$ cat config.mk
export PLATFORM = sky130hd
export DESIGN_NAME = ps2_scancode_ctrl
export DESIGN_NICKNAME = d
export VERILOG_FILES = /design/src/rtl/ps2_pkg.sv /design/src/rtl/ps2_evt_fifo.sv /design/src/rtl/ps2_scancode_ctrl.sv
export SDC_FILE = /design/constraint.sdc
export NUM_CORES = 1
export LEC_CHECK = 0
export BUFFER_PORTS_ARGS = -buffer_cell sky130_fd_sc_hd__buf_2
export CAP_MARGIN = 25
export CORE_ASPECT_RATIO = 0.6
export CORE_MARGIN = 5
export CORE_UTILIZATION = 59
export CTS_BUF_LIST = sky130_fd_sc_hd__clkbuf_8 sky130_fd_sc_hd__clkbuf_16
export CTS_CLUSTER_DIAMETER = 50
export DETAILED_ROUTE_END_ITERATION = 7
export GPL_ROUTABILITY_DRIVEN = 0
export GPL_TIMING_DRIVEN = 0
export PLACE_DENSITY = 0.87
export SLEW_MARGIN = 20
export SYNTH_ARGS = -nofsm -noshare
export SYNTH_HDL_FRONTEND = slang
export SYNTH_SLANG_ARGS = --single-unit
$ cat constraint.sdc
create_clock -name clk -period 3.52 [get_ports clk]
set_clock_uncertainty 0.05 [all_clocks]
set_input_delay 0 -clock clk [delete_from_list [all_inputs] [get_ports clk]]
set_output_delay 0 -clock clk [all_outputs]
set_load 0.01 [all_outputs]
$ cat src/rtl/ps2_pkg.sv
// Shared constants, FSM encodings and event record for the PS/2 scan-code sequencer.
package ps2_pkg;

  localparam logic [7:0] PS2_EXT      = 8'hE0;
  localparam logic [7:0] PS2_BRK      = 8'hF0;
  localparam logic [7:0] PS2_PAUSE    = 8'hE1;
  localparam logic [7:0] PS2_BAT_OK   = 8'hAA;
  localparam logic [7:0] PS2_BAT_FAIL = 8'hFC;
  localparam logic [7:0] PS2_OVR0     = 8'h00;
  localparam logic [7:0] PS2_OVRF     = 8'hFF;

  localparam logic [2:0] S_IDLE    = 3'd0;
  localparam logic [2:0] S_EXT     = 3'd1;
  localparam logic [2:0] S_BRK     = 3'd2;
  localparam logic [2:0] S_EXT_BRK = 3'd3;
  localparam logic [2:0] S_PAUSE   = 3'd4;

  // Pause is E1 followed by 7 bytes we swallow without inspection.
  localparam logic [2:0] PAUSE_LAST = 3'd6;

  localparam int EVT_W = 10;

  typedef struct packed {
    logic       ext;
    logic       brk;
    logic [7:0] code;
  } ps2_evt_t;

  // Bytes that cannot legally follow a prefix inside a sequence.
  function automatic logic ps2_bad_in_seq(input logic [7:0] b);
    return (b == PS2_EXT) || (b == PS2_BRK) || (b == PS2_PAUSE) ||
           (b == PS2_OVR0) || (b == PS2_OVRF);
  endfunction

endpackage

$ cat src/rtl/ps2_evt_fifo.sv
// First-word-fall-through event FIFO; dout holds the last popped entry while empty.
module ps2_evt_fifo #(
  parameter int WIDTH = 10,
  parameter int DEPTH = 4
) (
  input  logic             clk,
  input  logic             reset,
  input  logic             push,
  input  logic [WIDTH-1:0] din,
  input  logic             pop,
  output logic [WIDTH-1:0] dout,
  output logic             empty,
  output logic             full
);

  localparam int AW = (DEPTH > 1) ? $clog2(DEPTH) : 1;

  logic [WIDTH-1:0] mem [DEPTH];
  logic [AW-1:0]    wr_ptr, rd_ptr;
  logic [AW:0]      cnt;
  logic [WIDTH-1:0] last_q;
  logic             do_push, do_pop;

  assign empty   = (cnt == '0);
  assign full    = (cnt == (AW+1)'(DEPTH));
  assign do_pop  = pop & ~empty;
  // A pop in the same cycle frees the slot, so a full FIFO still accepts.
  assign do_push = push & (~full | do_pop);
  assign dout    = empty ? last_q : mem[rd_ptr];

  // Storage array, no reset needed: only entries below cnt are ever shown.
  always_ff @(posedge clk) begin
    if (do_push) mem[wr_ptr] <= din;
  end

  // Pointer/occupancy bookkeeping and the held-output register.
  always_ff @(posedge clk) begin
    if (reset) begin
      wr_ptr <= '0;
      rd_ptr <= '0;
      cnt    <= '0;
      last_q <= '0;
    end else begin
      if (do_push) wr_ptr <= wr_ptr + AW'(1);
      if (do_pop) begin
        rd_ptr <= rd_ptr + AW'(1);
        last_q <= mem[rd_ptr];
      end
      cnt <= cnt + (AW+1)'(do_push) - (AW+1)'(do_pop);
    end
  end

endmodule

$ cat src/rtl/ps2_scancode_ctrl.sv
// Set-2 multi-byte sequence parser: E0/F0/E1 handling, BAT status, timeout, event FIFO.
module ps2_scancode_ctrl
  import ps2_pkg::*;
#(
  parameter int CLK_HZ     = 100_000_000,
  parameter int TIMEOUT_US = 2000,
  parameter int FIFO_DEPTH = 4
) (
  input  logic       clk,
  input  logic       reset,
  input  logic       rx_done,
  input  logic [7:0] rx_data,
  output logic       evt_valid,
  input  logic       evt_ready,
  output logic [7:0] evt_code,
  output logic       evt_ext,
  output logic       evt_break,
  output logic       kbd_ready,
  output logic       seq_err,
  output logic       overflow,
  output logic [2:0] state
);

  localparam int TO_CYC = CLK_HZ / 1_000_000 * TIMEOUT_US;
  localparam int TW     = (TO_CYC > 1) ? $clog2(TO_CYC) : 1;

  logic [2:0]    nxt_state;
  logic [2:0]    pcnt, nxt_pcnt;
  logic          nxt_kbd;
  logic          push, err;
  ps2_evt_t      push_evt, head;
  logic [TW-1:0] timer;
  logic          timeout;
  logic          fifo_empty, fifo_full, pop;

  assign timeout = (state != S_IDLE) && !rx_done && (timer == TW'(TO_CYC - 1));
  assign pop     = evt_valid & evt_ready;

  // Next-state decode; only rx_done cycles or a timeout change anything.
  always_comb begin
    nxt_state = state;
    nxt_pcnt  = pcnt;
    nxt_kbd   = kbd_ready;
    push      = 1'b0;
    err       = 1'b0;
    push_evt  = '{ext: 1'b0, brk: 1'b0, code: rx_data};
    if (rx_done) begin
      case (state)
        S_IDLE: begin
          if (rx_data == PS2_EXT)                               nxt_state = S_EXT;
          else if (rx_data == PS2_BRK)                          nxt_state = S_BRK;
          else if (rx_data == PS2_PAUSE) begin nxt_state = S_PAUSE; nxt_pcnt = '0; end
          else if (rx_data == PS2_BAT_OK)                       nxt_kbd = 1'b1;
          else if (rx_data == PS2_BAT_FAIL)                     nxt_kbd = 1'b0;
          else if (rx_data == PS2_OVR0 || rx_data == PS2_OVRF)  err = 1'b1;
          else                                                  push = 1'b1;
        end
        S_EXT, S_BRK, S_EXT_BRK: begin
          nxt_state = S_IDLE;
          if (state == S_EXT && rx_data == PS2_BRK) begin
            nxt_state = S_EXT_BRK;
          end else if (ps2_bad_in_seq(rx_data)) begin
            err = 1'b1;
          end else begin
            push         = 1'b1;
            push_evt.ext = (state != S_BRK);
            push_evt.brk = (state != S_EXT);
          end
        end
        S_PAUSE: begin
          if (pcnt == PAUSE_LAST) begin
            push      = 1'b1;
            push_evt  = '{ext: 1'b1, brk: 1'b0, code: PS2_PAUSE};
            nxt_state = S_IDLE;
          end else begin
            nxt_pcnt = pcnt + 3'd1;
          end
        end
        default: nxt_state = S_IDLE;
      endcase
    end else if (timeout) begin
      err       = 1'b1;
      nxt_state = S_IDLE;
    end
  end

  // FSM, status flags and registered error pulse.
  always_ff @(posedge clk) begin
    if (reset) begin
      state     <= S_IDLE;
      pcnt      <= '0;
      kbd_ready <= 1'b0;
      seq_err   <= 1'b0;
      overflow  <= 1'b0;
    end else begin
      state     <= nxt_state;
      pcnt      <= nxt_pcnt;
      kbd_ready <= nxt_kbd;
      seq_err   <= err;
      if (push && fifo_full && !pop) overflow <= 1'b1;
    end
  end

  // Inter-byte timer: idle and every received byte restart it.
  always_ff @(posedge clk) begin
    if (reset || rx_done || state == S_IDLE || timeout) timer <= '0;
    else                                                 timer <= timer + TW'(1);
  end

  ps2_evt_fifo #(.WIDTH(EVT_W), .DEPTH(FIFO_DEPTH)) u_fifo (
    .clk   (clk),
    .reset (reset),
    .push  (push),
    .din   (push_evt),
    .pop   (pop),
    .dout  (head),
    .empty (fifo_empty),
    .full  (fifo_full)
  );

  assign evt_valid = ~fifo_empty;
  assign evt_code  = head.code;
  assign evt_ext   = head.ext;
  assign evt_break = head.brk;

endmodule

# [Word-level counts from Yosys, hierarchy flattened]
# Memories as Yosys holds them, arrays and structs flattened. A register that Yosys moved wholly into a read port is not among the register bits.
# Index checks and enable logic that the tools add are counted.
[op_classes] n_addsub=6 eq_ne=21 mux=48 bitwise_logic=9 reduce_logical=26
[op_table] cell="$eq 8x8->1 const B" count=6
[op_table] cell="$mux 10" count=3
[op_table] cell="$mux 3" count=10
[op_table] cell="$mux 1" count=24
[op_table] cell="$add 18x1->18 const B" count=1
[op_table] cell="$eq 18x18->1 const B" count=1
[op_table] cell="$reduce_and 6->1" count=2
[op_table] cell="$mux 2" count=5
[op_table] cell="$eq 3x3->1 const B" count=3
[op_table] cell="$pmux 3 s3" count=1
[op_table] cell="$logic_not 8->1" count=1
[op_table] cell="$logic_or 1x1->1" count=8
[op_table] cell="$mux 8" count=1
[op_table] cell="$ne 2x2->1 const B" count=4
[op_table] cell="$eq 3x2->1 const B" count=2
[op_table] cell="$logic_not 3->1" count=2
[op_table] cell="$pmux 3 s2" count=1
[op_table] cell="$reduce_bool 2->1" count=3
[op_table] cell="$logic_and 1x1->1" count=5
[op_table] cell="$ne 5x5->1 const B" count=1
[op_table] cell="$not 1->1" count=5
[op_table] cell="$add 2x1->2 const B" count=2
[op_table] cell="$pmux 2 s2" count=1
[op_table] cell="$add 3x1->3" count=1
[op_table] cell="14 further kinds" count=17
[totals] ff_bits=44 ramBits=40 input_bits=12 out_inout_bits=17 word_cells=121 mem_count=1
[memory_table] name="u_fifo.mem" words=4 width=10 read_ports=1 rd_clocked_by_memory_dff=1 write_ports=1 line_no="ps2_evt_fifo.sv:18" rtl="logic [WIDTH-1:0] mem [DEPTH];"

# [Depth between registers and ports, before layout]
# Gate-level depths: netlist (run 1).
[logic_depth] ltp_word=13 mapped_depth=13 depth_no_buf=12

# [Modules after synthesis]
# From an unflattened synthesis (run 1), not the netlist that was laid out.
[unflattened] hier_cells=351 area_unflattened_um2=4037.6
[modules_own_cells] mod="ps2_evt_fifo" instances=1 cells_per_inst=155 area_per_inst_um2=2386.0 seq_area_each_um2=1581.5
[modules_own_cells] mod="ps2_scancode_ctrl" instances=1 cells_per_inst=196 area_per_inst_um2=1651.6 seq_area_each_um2=540.5

# [Least setup slack after synthesis (run 1)]
# No wires, ideal clock.
[synth_timing] path_kind="reg-to-reg" startpoint="register u_fifo.cnt[1]" endpoint="register u_fifo.cnt[2]" setup_ps=128 arrival_time_ps=2277 t_required_ps=3342 setup_slack_ps=1065 stages_incl_launch_ff=13 path_buffers=1 cell_sequence="dfxtp_1 -> or3_1 -> nand2_1 -> inv_1 -> clkbuf_1 -> ha_1 -> inv_1 -> ha_1 -> inv_1 -> fa_1 -> xor2_1 -> xnor2_1 -> nor2_1"
[synth_via] elab_chain_len=8 elab_cells_between_ends=10 classes_between="add/sub: 2; eq/ne: 1; bitwise: 6; reduce/logical: 1"
[synth_lines] item="from (decl)" line_no="ps2_evt_fifo.sv:20" rtl="logic [AW:0] cnt;"
[synth_lines] item="from (signal assigned)" line_no="ps2_evt_fifo.sv:49" rtl="cnt <= cnt + (AW+1)'(do_push) - (AW+1)'(do_pop);"
[synth_lines] item="$logic_not 3->1 *" line_no="ps2_evt_fifo.sv:24" rtl="assign empty = (cnt == '0);"
[synth_lines] item="$not 1->1 *" line_no="ps2_evt_fifo.sv:26, ps2_scancode_ctrl.sv:121"
[synth_lines] item="$and 1x1->1" line_no="ps2_scancode_ctrl.sv:37" rtl="assign pop = evt_valid & evt_ready;"
[synth_lines] item="$and 1x1->1 *" line_no="ps2_evt_fifo.sv:26" rtl="assign do_pop = pop & ~empty;"
[synth_lines] item="net u_fifo.do_pop" line_no="ps2_evt_fifo.sv:22" rtl="logic do_push, do_pop;"
[synth_lines] item="$or 1x1->1" line_no="ps2_evt_fifo.sv:28" rtl="assign do_push = push & (~full | do_pop);"
[synth_lines] item="$and 1x1->1" line_no="ps2_evt_fifo.sv:28"
[synth_lines] item="$add 3x1->3" line_no="ps2_evt_fifo.sv:49"
[synth_lines] item="$sub 3x1->3 *" line_no="ps2_evt_fifo.sv:49"
# The timed path passes the listed nets; every way through them passes the cells marked *.
# A chain may end at the register's enable or synchronous reset.

# [Worst setup path after layout (run 1)]
# Ends and elaborated chain as after synthesis.

==> results of run 1 <==
[Yosys cell counts, drive strengths merged]
master  number  area (µm²)
a211oi       1        7.51
xor2        13         114
nand3       15        75.1
and4         2        17.5
dfxtp       46         921
or3          1        6.26
and2         8        50.1
o21ai        4        20.0
nand3b       3        22.5
and3         4        30.0
o221ai       1        8.76
nand2       32         120
nand2b       6        37.5
nor2b        2        12.5
or4          2        15.0
o31ai        1        7.51
nand4        2        12.5
nor2        42         158
nor3         5        25.0
xnor2        9        78.8
a21oi       19        95.1
nand4b       1        8.76
and4b        1        10.0
a31o         1        8.76
mux2        11         128
mux4        10         225
or2          1        6.26
inv         12        45.0
edfxtp      40        1200
a41oi        1        8.76
a31oi        2        12.5
or4b         3        30.0
buf          8        57.6
a22oi        1        7.51
ha           9         113
nor4         5        43.8
o221a        1        11.3
mux2i        1        10.0
o311a        1        11.3
clkbuf       6        22.5
fa           1        20.0
[worst max-delay path, delay by kind of cell, from the launching register on]
family	cells	cell delay (ps)
XOR/XNOR	2	300
adder cells (fa/ha/maj)	3	870
buffers and inverters	4	440
flip-flops	1	360
AND/OR/NAND/NOR	3	560
[power by group through the flow]
stage / sequential, µW / combinational [µW] / clock (µW)
after floorplan: 1190 / 489 / 0
after global placement: 1200 / 651 / 0
after detailed placement: 1210 / 672 / 0
after CTS: 1180 / 682 / 736
after global routing: 1190 / 742 / 788
final: 1180 / 673 / 722
[layout by cell type, fill, tap and decap left out, drive strengths merged, types with 9 or more instances in the layout]
| master | instances |
|---|---|
| nor2 | 42 |
| inv | 13 |
| ha | 9 |
| nand2 | 32 |
| dfxtp | 46 |
| nand3 | 15 |
| buf | 34 |
| xor2 | 13 |
| xnor2 | 9 |
| mux2 | 11 |
| clkbuf | 17 |
| edfxtp | 40 |
| a21oi | 19 |
| mux4 | 10 |
[metrics by stage]
stage | worst slack [ps] | util (%) | area [µm²] | power [µW] | hold WS [ps]
4_1_cts | 812 | 69.7 | 4320 | 2600 | 7.59
5_1_grt | 657 | 69.7 | 4320 | 2720 | 5.40
3_5_place_dp | 834 | 65.4 | 4050 | 1880 | 289
2_1_floorplan | 1060 | - | 3810 | 1680 | 134
6_report | 816 | 69.7 | 4320 | 2580 | 38.1
3_3_place_gp | 867 | 65.4 | 4050 | 1850 | 257
[worst paths after layout]
kind                                         to  slack (ps)  depth (start not counted)
hold / removal            overflow$_SDFFE_PP0P_          40                          4
hold reg to reg   u_fifo.last_q[0]$_SDFFE_PP0P_         410                          2
setup reg to reg       u_fifo.cnt[2]$_SDFF_PP0_         820                         12
setup / recovery       u_fifo.cnt[2]$_SDFF_PP0_         820                         12
[routing by layer]
metal / GRT usage [%] / share of wire [%] / vias to the layer above
li1: - / - / 1266
met1: 28.8 / 46 / 1262
met2: 28.6 / 45 / 106
met3: 5.67 / 8.7 / 6
met4: 3.69 / 0.62 / 0
met5: 0 / 0 / -
[flip-flops by register name, summed over array words and instances (netlist names), named ones only]
register,flops
pcnt,3
state,3
kbd_ready,1
seq_err,1
u_fifo.cnt,3
u_fifo.last_q,10
u_fifo.wr_ptr,2
timer,18
u_fifo.rd_ptr,2
overflow,1
u_fifo.mem,40
[logic make-up (layout without fill, tap and decap cells)]
group                    after synthesis  after routing  share of synthesized area, %
buffers and inverters                 26             72                          3.28
flip-flops                            86             86                          55.6
AND/OR/NAND/NOR                      135            135                          17.8
adder cells (fa/ha/maj)               10             10                          3.48
multiplexers                          22             22                          9.51
XOR/XNOR                              22             22                          5.05
AO/OA/AOI/OAI                         33             33                          5.21
[area by class of cell]
cell class | count | area [µm²]
inverters | 12 | 45.0
well taps | 84 | 105
clock buffers | 11 | 174
plain buffers | 14 | 80.1
multi-input cells | 222 | 1570
repair buffers | 31 | 180
clock inverters | 4 | 42.5
flip-flops and latches | 86 | 2120
fillers | 443 | 1880
[what timing repair did]
item                                   CTS  global route
setup endpoints to repair                0             0
endpoints found under the hold margin    6             0
hold buffers                             5             0
==> results.py, run 1 <==
metrics = {
    "power": {
        "power.combinational.fraction_pct": 26.1,
        "p_sw_uw": 711,
        "power_report.internal_total_uw": 1870,
        "seq_power_share_pct": 45.9,
        "clockPowerShare_pct": 28.0,
        "powerDensity_mw_per_mm2": 597,
        "power.share.switching_pct": 27.6,
        "leakagePower_uw": 0.00156,
        "irDropWorstVdd_mv": 0.320,
    },
    "worst_setup_path": {
        "critical_path.most_common_cell": "inv_1",
        "setup.worst_path.end_class": "register",
        "data_arrival_time_of_the_critical_path_ps": 2870,
        "setup.worst_path.start": "u_fifo.cnt[1]$_SDFF_PP0_",
        "worstSetupStartpointType": "register",
        "startpoint_of_the_lowest_slack_register_to_register_path": "u_fifo.cnt[1]$_SDFF_PP0_",
        "cpMaxStageDelayCell": "or3_1",
        "worst-setup-path-type": "register to register",
        "cp.required_ps": 3680,
        "critPathMaxStageDelay_ps": 410,
        "critical_path.max_fanout": 10,
        "worstPathCellList": "or3_1, nand2_1, inv_1, clkbuf_1, ha_1, inv_1, ha_1, inv_1, fa_1, xor2_1, xnor2_1, nor2_1",
    },
    "finish": {
        "num-nets-final": 398,
        "diodes": 0,
        "area.growth.synth_to_final_pct": 13.2,
        "drive_gt1_share_pct": 19.5,
        "fin_cells": 464,
    },
    "detailed_routing": {
        "drt-initial-drc-count": 236,
        "remaining_drc_errors": 0,
        "ant_nets": 0,
        "post_drt_via_cell_ratio": 5.69,
        "dr_total_vias": 2640,
        "routed_wire_length_per_instance_um": 15.9,
        "routed_wirelength_mm": 7.38,
        "drt_pre_antenna_iters": 4,
    },
    "yosys": {
        "yosys_warnings": 0,
        "netlist-cell-type-count": 49,
        "synth_area_per_cell_um2": 11.4,
        "synth-seq-cells": 86,
        "syn-num-nets": 356,
        "seq_total_area_yosys_pct": 55.6,
        "syn-instance-count": 334,
        "synth.cell_area_mm2": 0.00381,
    },
    "job": {
        "cap_violations": 0,
    },
    "floorplan": {
        "floorplan.initialDensity_pct": 61.6,
        "chipHeight_um": 72.3,
        "coreArea_mm2": 0.00619,
        "top_level_ports": 29,
        "rows": 22,
        "fp.dieArea_mm2": 0.00823,
        "die-width_um": 114,
    },
    "clock_tree": {
        "tritoncts.num_buffers": 9,
        "tritoncts": "built",
        "clk_transition_reported_paths_ps": 80,
        "post_cts_sizing": 0,
        "cts_root_buf": "clkbuf_8",
        "clock_sinks": 86,
        "h_tree_lvls": 3,
        "ctsLongestPathBuffers": 2,
        "cts_setup_buffers": 0,
        "insertion_delay_ps": 340,
    },
    "global_routing": {
        "via_count_of_the_first_global_routing_pass": 2480,
        "gr-usage-all-layers_pct": 19.4,
        "grt_first_pass_wirelength_mm": 12.4,
        "grt_max_degree": 14,
        "overflow": 0,
        "grt_antenna_before_repair": 0,
    },
    "sta": {
        "final_period_util_pct": 76.8,
        "worst-slew-pin-transition_ps": 599,
        "final.min_clock_period_ps": 2700,
        "worst_slew_margin_rel_pct": 60.1,
        "final_hold_viol_count": 0,
        "fmax_mhz": 370,
        "final_max_slew_viol_count": 0,
        "fin_setup_tns_ps": 0,
        "timing.final.setup_violations": 0,
        "grt_setup_unrepaired": "false",
    },
    "min_path": {
        "hp-class": "primary input to register",
        "min-delay-start": "rx_done",
    },
    "placement": {
        "number_of_cells_in_the_design_after_placement": 444,
        "placement.io_buffers": 26,
        "hpwlAfterDp_mm": 5.35,
    },
    "outcome": {
        "result_of_the_run": "completed",
    },
}
Note: power is estimated with default switching activity, not from simulation.
==> inputs of run 2 (changes only) <==
--- a/config.mk
+++ b/config.mk
@@ -5,17 +5,18 @@
 export SDC_FILE = /design/constraint.sdc
 export NUM_CORES = 1
 export LEC_CHECK = 0
+export ABC_AREA = 1
 export BUFFER_PORTS_ARGS = -buffer_cell sky130_fd_sc_hd__buf_2
 export CAP_MARGIN = 25
 export CORE_ASPECT_RATIO = 0.6
 export CORE_MARGIN = 5
-export CORE_UTILIZATION = 59
+export CORE_UTILIZATION = 60
 export CTS_BUF_LIST = sky130_fd_sc_hd__clkbuf_8 sky130_fd_sc_hd__clkbuf_16
 export CTS_CLUSTER_DIAMETER = 50
 export DETAILED_ROUTE_END_ITERATION = 7
 export GPL_ROUTABILITY_DRIVEN = 0
 export GPL_TIMING_DRIVEN = 0
-export PLACE_DENSITY = 0.87
+export PLACE_DENSITY = 0.88
 export SLEW_MARGIN = 20
 export SYNTH_ARGS = -nofsm -noshare
 export SYNTH_HDL_FRONTEND = slang
==> constraint.sdc (replaced) <==
create_clock -name clk -period 2.5 [get_ports clk]
set_clock_uncertainty 0.05 [all_clocks]
set_input_delay 0 -clock clk [delete_from_list [all_inputs] [get_ports clk]]
set_output_delay 0 -clock clk [all_outputs]
set_load 0.01 [all_outputs]
==> run 2 against run 1 <==
Utilization decreased by 0.84 points. Register-to-register slack worse by 590 ps. Critical endpoint unchanged. Area after synthesis is 4.4% higher. Via count grew 26%. Wire length rose by 22%. Cell count grew 29%. Sequential cell count unchanged. Combinational power rose by 78%. Sequential power up 44%. Final area up 4.7%. Maximum frequency is 19% higher.
==> results.py, run 2 <==
metrics = {
    "worst_setup_path": {
        "cp.required_ps": 2700,
        "setup.worst_path.end_class": "register",
        "critical_path.max_fanout": 7,
        "worst-setup-path-type": "register to register",
        "worstSetupStartpointType": "register",
        "data_arrival_time_of_the_critical_path_ps": 2480,
        "rr_worst_depth": 14,
    },
    "yosys": {
        "number_of_enable_flip_flop_cells_after_synthesis": 40,
        "synth-seq-cells": 86,
        "yosys_warnings": 0,
        "synth.cell_area_mm2": 0.00398,
        "synthArstFlopShare_pct": 0,
        "synth_commonest_cells": "nor2_1, nand2_1, inv_1",
        "synth_most_common_cell": "nor2_1",
        "seq_total_area_yosys_pct": 53.3,
        "synth_area_per_cell_um2": 8.62,
        "synth_area_leaders": "edfxtp_1, dfxtp_1, nor2_1",
        "synth.largest_area_cell": "edfxtp_1",
        "yosys_most_used_dff": "dfxtp_1",
        "syn-num-nets": 484,
        "syn-instance-count": 462,
        "netlist-cell-type-count": 31,
        "synth_largest_type_area_fraction_pct": 30.2,
    },
    "sta": {
        "final_critical_path_setup_slack_ps": 223,
        "fmax_mhz": 439,
        "final.min_clock_period_ps": 2280,
        "worst_slew_margin_rel_pct": 57.9,
        "timing.final.setup_violations": 0,
        "final_max_slew_viol_count": 0,
        "worst-slew-pin-transition_ps": 626,
        "grt_setup_unrepaired": "false",
        "final_period_util_pct": 91.1,
        "final_hold_viol_count": 0,
    },
    "detailed_routing": {
        "drt-initial-drc-count": 226,
        "routed_wire_length_per_instance_um": 15.1,
        "routed_wirelength_mm": 9.03,
        "remaining_drc_errors": 0,
        "ant_nets": 0,
        "dr_total_vias": 3318,
        "post_drt_via_cell_ratio": 5.53,
        "drt_pre_antenna_iters": 4,
    },
    "floorplan": {
        "top_level_ports": 29,
        "die-width_um": 115,
        "coreArea_mm2": 0.00656,
        "fp.dieArea_mm2": 0.00842,
        "rows": 23,
        "chipHeight_um": 73.1,
        "floorplan.initialDensity_pct": 60.7,
    },
    "global_routing": {
        "overflow": 0,
        "grt_max_degree": 17,
        "via_count_of_the_first_global_routing_pass": 3217,
        "grt_first_pass_wirelength_mm": 14.7,
        "gr-usage-all-layers_pct": 22.7,
        "grt_antenna_before_repair": 0,
    },
    "finish": {
        "final_common_cell": "nor2_1",
        "mostFrequentLayoutCells": "nor2_1, nand2_1, inv_1, dfxtp_1, a21oi_1",
        "largest_reg_flops": 40,
        "reg_top3": "u_fifo.mem x40, timer x18, u_fifo.last_q x10",
        "drive_gt1_share_pct": 16.8,
        "num-nets-final": 530,
        "design_area_mm2": 0.00452,
        "area.growth.synth_to_final_pct": 13.5,
        "diodes": 0,
        "filler_cell_count": 502,
        "regMostFlops": "u_fifo.mem",
    },
    "power": {
        "irDropWorstVdd_mv": 0.584,
        "seq_power_share_pct": 44.7,
        "powerDensity_mw_per_mm2": 842,
        "leakagePower_uw": 0.00184,
        "p_sw_uw": 1380,
        "clockPowerShare_pct": 23.6,
        "power_report.internal_total_uw": 2420,
        "power.share.switching_pct": 36.3,
        "power.combinational.fraction_pct": 31.7,
    },
    "clock_tree": {
        "clock_sinks": 86,
        "ctsLongestPathBuffers": 2,
        "cts_root_buf": "clkbuf_8",
        "h_tree_lvls": 3,
        "tritoncts": "built",
        "insertion_delay_ps": 360,
        "tritoncts.num_buffers": 9,
        "clk_transition_reported_paths_ps": 90,
    },
    "min_path": {
        "hp-class": "primary input to register",
        "worst_hold_path.num_cells": 3,
    },
    "placement": {
        "pre_cts_ws_ps": -68.2,
        "placement.io_buffers": 26,
        "post_dp_cell_area_mm2": 0.00422,
        "hpwlAfterDp_mm": 6.35,
    },
    "outcome": {
        "result_of_the_run": "completed",
    },
    "job": {
        "cap_violations": 0,
    },
}
run 2: cell types whose count changed after synthesis, sizes merged, moves of 5 or more:
| cell | delta |
|---|---|
| nand2 | +30 |
| nand4 | +6 |
| xnor2 | -6 |
| o22ai | +11 |
| and2 | -7 |
| inv | +53 |
| mux2 | -11 |
| nand2b | -6 |
| buf | -5 |
| mux4 | -10 |
| nor2 | +40 |
| a21oi | +22 |
| o21ai | +40 |
| xor2 | -7 |
run 2: what timing repair did:
| action | 4_1_cts | 5_1_grt |
|---|---|---|
| setup endpoints to repair | 8 | 31 |
| buffers inserted | 0 | 2 |
| hold buffers | 8 | 0 |
| pin swaps | 0 | 1 |
| resized for setup | 1 | 10 |
| hold endpoints to repair | 23 | 0 |
| gates cloned | 0 | 0 |
run 2: path summary, 6_finish.rpt:
kind | from | endpoint | slack [ps]
max | state[0]$_SDFFE_PP0P_ | u_fifo.cnt[2]$_SDFF_PP0_ | 220
min | rx_data[4] | u_fifo.mem[1][4]$_DFFE_PP_ | 30
max reg2reg | state[0]$_SDFFE_PP0P_ | u_fifo.cnt[2]$_SDFF_PP0_ | 220
min reg2reg | overflow$_SDFFE_PP0P_ | overflow$_SDFFE_PP0P_ | 410
run 2: power by group through the flow:
stage	clock [µW]	sequential, µW	combinational (µW)
global placement	0	1720	1080
finish	898	1700	1200
global route	978	1710	1330
CTS	907	1700	1150
detailed placement	0	1730	1140
floorplan	0	1710	739
run 2: critical path: stages (launching register included):
cell	delay (ps)
dfxtp_1	340
inv_1	120
nand2_2	100
nor2_2	170
nand3_1	110
nand2_1	100
nand2_1	70
nand2_2	110
nand3_4	130
inv_1	90
ha_1	130
inv_1	50
fa_1	400
o21ai_2	150
a21oi_1	50
run 2: layer usage:
layer	routed length, µm	track usage (%)	vias up	part of all wire, %
met2	4220	36.3	122	47
li1	-	-	1612	-
met1	4050	30.1	1569	45
met3	636	6.30	15	7.0
met5	0	0	-	0
met4	121	7.03	0	1.3
run 2: layout make-up:
cell class / count / area (µm²) / share of cell area, %
plain buffers: 12 / 47.5 / 1.05
clock buffers: 10 / 138 / 3.05
clock inverters: 6 / 42.5 / 0.942
inverters: 65 / 248 / 5.48
multi-input cells: 298 / 1590 / 35.1
flip-flops and latches: 86 / 2120 / 47.0
well taps: 87 / 109 / 2.41
repair buffers: 36 / 225 / 4.98
run 2: stage by stage:
step           TNS, ps  instances  utilization (%)  hold slack (ps)  power [µW]
3_3_place_gp         0        575             64.3              307        2800
5_1_grt              0        600             68.9             51.6        4020
4_1_cts              0        598             68.3             18.3        3760
6_report             0        600             68.9             31.5        3800
2_1_floorplan        0        462                -              156        2450
3_5_place_dp     -68.2        575             64.3              315        2870
run 2: cell families (layout without fill, tap and decap cells):
group | Yosys count | in the layout | share of synthesized area (%)
xor gates and xnor gates | 9 | 9 | 1.98
DFF | 86 | 86 | 53.3
and+or+nand+nor | 181 | 181 | 21.1
AOI/OAI and AO/OA | 98 | 98 | 12.9
adders and majority gates | 10 | 10 | 3.33
buffers and inverters | 78 | 129 | 7.42
==> inputs of run 3 (changes only) <==
--- a/config.mk
+++ b/config.mk
@@ -5,18 +5,17 @@
 export SDC_FILE = /design/constraint.sdc
 export NUM_CORES = 1
 export LEC_CHECK = 0
-export ABC_AREA = 1
 export BUFFER_PORTS_ARGS = -buffer_cell sky130_fd_sc_hd__buf_2
 export CAP_MARGIN = 25
 export CORE_ASPECT_RATIO = 0.6
 export CORE_MARGIN = 5
-export CORE_UTILIZATION = 60
+export CORE_UTILIZATION = 59
 export CTS_BUF_LIST = sky130_fd_sc_hd__clkbuf_8 sky130_fd_sc_hd__clkbuf_16
 export CTS_CLUSTER_DIAMETER = 50
 export DETAILED_ROUTE_END_ITERATION = 7
 export GPL_ROUTABILITY_DRIVEN = 0
 export GPL_TIMING_DRIVEN = 0
-export PLACE_DENSITY = 0.88
+export PLACE_DENSITY = 0.87
 export SLEW_MARGIN = 20
 export SYNTH_ARGS = -nofsm -noshare
 export SYNTH_HDL_FRONTEND = slang
==> run 3 against run 2 <==
Die area fell by 2.3%. Total power fell by 3.0%. Global-route usage decreased by 3.1 points.
==> results.py, run 3 (synthesized netlist as in run 1, its figures left out) <==
metrics = {
    "outcome": {
        "result_of_the_run": "completed",
    },
    "detailed_routing": {
        "ant_nets": 0,
        "drt_pre_antenna_iters": 7,
        "post_drt_via_cell_ratio": 5.67,
        "drt-initial-drc-count": 236,
        "dr_total_vias": 2643,
        "routed_wire_length_per_instance_um": 16.8,
        "routed_wirelength_mm": 7.85,
        "remaining_drc_errors": 0,
    },
    "sta": {
        "worst_slew_margin_rel_pct": 60.2,
        "fmax_mhz": 409,
        "final_hold_viol_count": 0,
        "final.min_clock_period_ps": 2450,
        "timing.final.setup_violations": 0,
        "final_max_slew_viol_count": 0,
        "hold_slack_ps": 36.9,
        "worst-slew-pin-transition_ps": 596,
        "final_period_util_pct": 97.8,
    },
    "floorplan": {
        "chipHeight_um": 72.3,
        "rows": 22,
        "die-width_um": 114,
        "fp.dieArea_mm2": 0.00823,
        "floorplan.initialDensity_pct": 61.6,
        "coreArea_mm2": 0.00619,
        "top_level_ports": 29,
    },
    "global_routing": {
        "grt_antenna_before_repair": 0,
        "overflow": 0,
        "via_count_of_the_first_global_routing_pass": 2477,
        "gr-usage-all-layers_pct": 19.5,
        "grt_first_pass_wirelength_mm": 12.4,
        "grt_max_degree": 14,
    },
    "power": {
        "leakagePower_uw": 0.00158,
        "post-layout-total-power_uw": 3690,
        "irDropWorstVdd_mv": 0.467,
        "power.combinational.fraction_pct": 27.0,
        "p_sw_uw": 1030,
        "power.share.switching_pct": 27.9,
        "clockPowerShare_pct": 27.7,
        "power_report.internal_total_uw": 2660,
        "powerDensity_mw_per_mm2": 831,
        "seq_power_share_pct": 45.3,
    },
    "finish": {
        "mostFrequentLayoutCells": "nor2_1, dfxtp_1, edfxtp_1, nand2_1, buf_2",
        "reg_top3": "u_fifo.mem x40, timer x18, u_fifo.last_q x10",
        "drive_gt1_share_pct": 25.7,
        "area.growth.synth_to_final_pct": 16.3,
        "largest_reg_flops": 40,
        "num-nets-final": 400,
        "regMostFlops": "u_fifo.mem",
        "diodes": 0,
        "final_core_util_pct": 71.6,
        "fin_cells": 466,
    },
    "placement": {
        "hpwlAfterDp_mm": 5.35,
        "placement.io_buffers": 26,
        "number_of_cells_in_the_design_after_placement": 444,
    },
    "clock_tree": {
        "ctsLongestPathBuffers": 2,
        "tritoncts.num_buffers": 9,
        "cts_root_buf": "clkbuf_8",
        "tritoncts": "built",
        "clk_transition_reported_paths_ps": 80,
        "insertion_delay_ps": 350,
        "h_tree_lvls": 3,
        "clock_sinks": 86,
    },
    "worst_setup_path": {
        "setup_slack_of_the_most_critical_reg_to_reg_path_ps": 80,
        "critical_path.max_fanout": 9,
        "startpoint_of_the_lowest_slack_register_to_register_path": "pcnt[0]$_SDFFE_PP0P_",
        "data_arrival_time_of_the_critical_path_ps": 2620,
        "capture_instance_of_the_worst_register_to_register_path": "u_fifo.cnt[2]$_SDFF_PP0_",
        "cp.required_ps": 2670,
        "rr_worst_depth": 13,
        "worstSetupStartpointType": "primary input",
        "worst-setup-path-type": "primary input to register",
        "setup.worst_path.end_class": "register",
    },
    "min_path": {
        "worstHoldEndpoint": "u_fifo.mem[0][5]$_DFFE_PP_",
        "worst_hold_path.num_cells": 2,
        "hp-class": "primary input to register",
        "min-delay-start": "rx_data[5]",
    },
    "job": {
        "cap_violations": 0,
    },
}
run 3: cell count changes in the layout (fill, tap and decap cells not counted), moves of 10 or more:
cell,change
inv_1,-44
nor2_2,-11
mux2_2,+10
mux4_2,+10
a21oi_1,-23
o21ai_0,-36
nand2_1,-25
o22ai_1,-11
nor2_1,-27
run 3: layout make-up:
| cell class | instances | area, µm² |
|---|---|---|
| multi-input cells | 222 | 1660 |
| plain buffers | 13 | 76.3 |
| fillers | 434 | 1760 |
| well taps | 84 | 105 |
| flip-flops and latches | 86 | 2130 |
| inverters | 12 | 48.8 |
| repair buffers | 34 | 203 |
| clock inverters | 4 | 42.5 |
| clock buffers | 11 | 174 |
run 3: what timing repair did:
| action | 4_1_cts | 5_1_grt |
|---|---|---|
| setup endpoints to repair | 1 | 1 |
| setup buffers | 1 | 3 |
| endpoints found under the hold margin | 5 | 0 |
| gates resized for setup | 6 | 21 |
| pin swaps | 0 | 8 |
| hold buffers | 4 | 0 |
run 3: stage by stage:
step	TNS, ps	setup WS (ps)	cell area (µm²)
final	0	54.6	4440
after global routing	-38.5	-38.5	4440
after CTS	0	13.8	4330
after detailed placement	-186	-186	4050
after global placement	-153	-153	4050
after floorplan	0	45.0	3810
run 3: worst max path at each step:
stage	start	endpoint	slack (ps)	depth (start not counted)
after floorplan	u_fifo.cnt[1]$_SDFF_PP0_	u_fifo.cnt[2]$_SDFF_PP0_	40	12
after global placement	u_fifo.cnt[1]$_SDFF_PP0_	u_fifo.cnt[2]$_SDFF_PP0_	-150	12
after detailed placement	u_fifo.cnt[1]$_SDFF_PP0_	u_fifo.cnt[2]$_SDFF_PP0_	-190	12
after CTS	state[2]$_SDFFE_PP0P_	u_fifo.cnt[2]$_SDFF_PP0_	10	11
after global routing	pcnt[0]$_SDFFE_PP0P_	u_fifo.cnt[2]$_SDFF_PP0_	-40	13
final	rx_data[0]	u_fifo.cnt[2]$_SDFF_PP0_	50	14
run 3: worst max-delay path, stage by stage:
cell,delay (ps)
dlygate4sd3_1,560
buf_6,150
nor4_4,290
o21ai_1,130
o311a_4,150
o221a_1,270
and3_4,160
buf_6,130
ha_1,180
inv_2,60
fa_2,210
xor2_2,140
xnor2_1,130
nor2_1,50
run 3: power by group through the flow:
stage               sequential [µW]  combinational, µW  clock, µW
finish                         1670                996       1020
global route                   1680               1090       1110
CTS                            1670                970       1040
detailed placement             1700                947          0
global placement               1690                917          0
floorplan                      1680                689          0
run 3: per-layer routing:
metal	vias up	wire [µm]	share of wire (%)	GRT usage, %
met1	1254	3680	47	28.8
met5	-	0	0	0
met2	110	3540	45	29.0
met3	7	579	7.4	5.83
li1	1272	-	-	-
met4	0	51	0.65	3.69
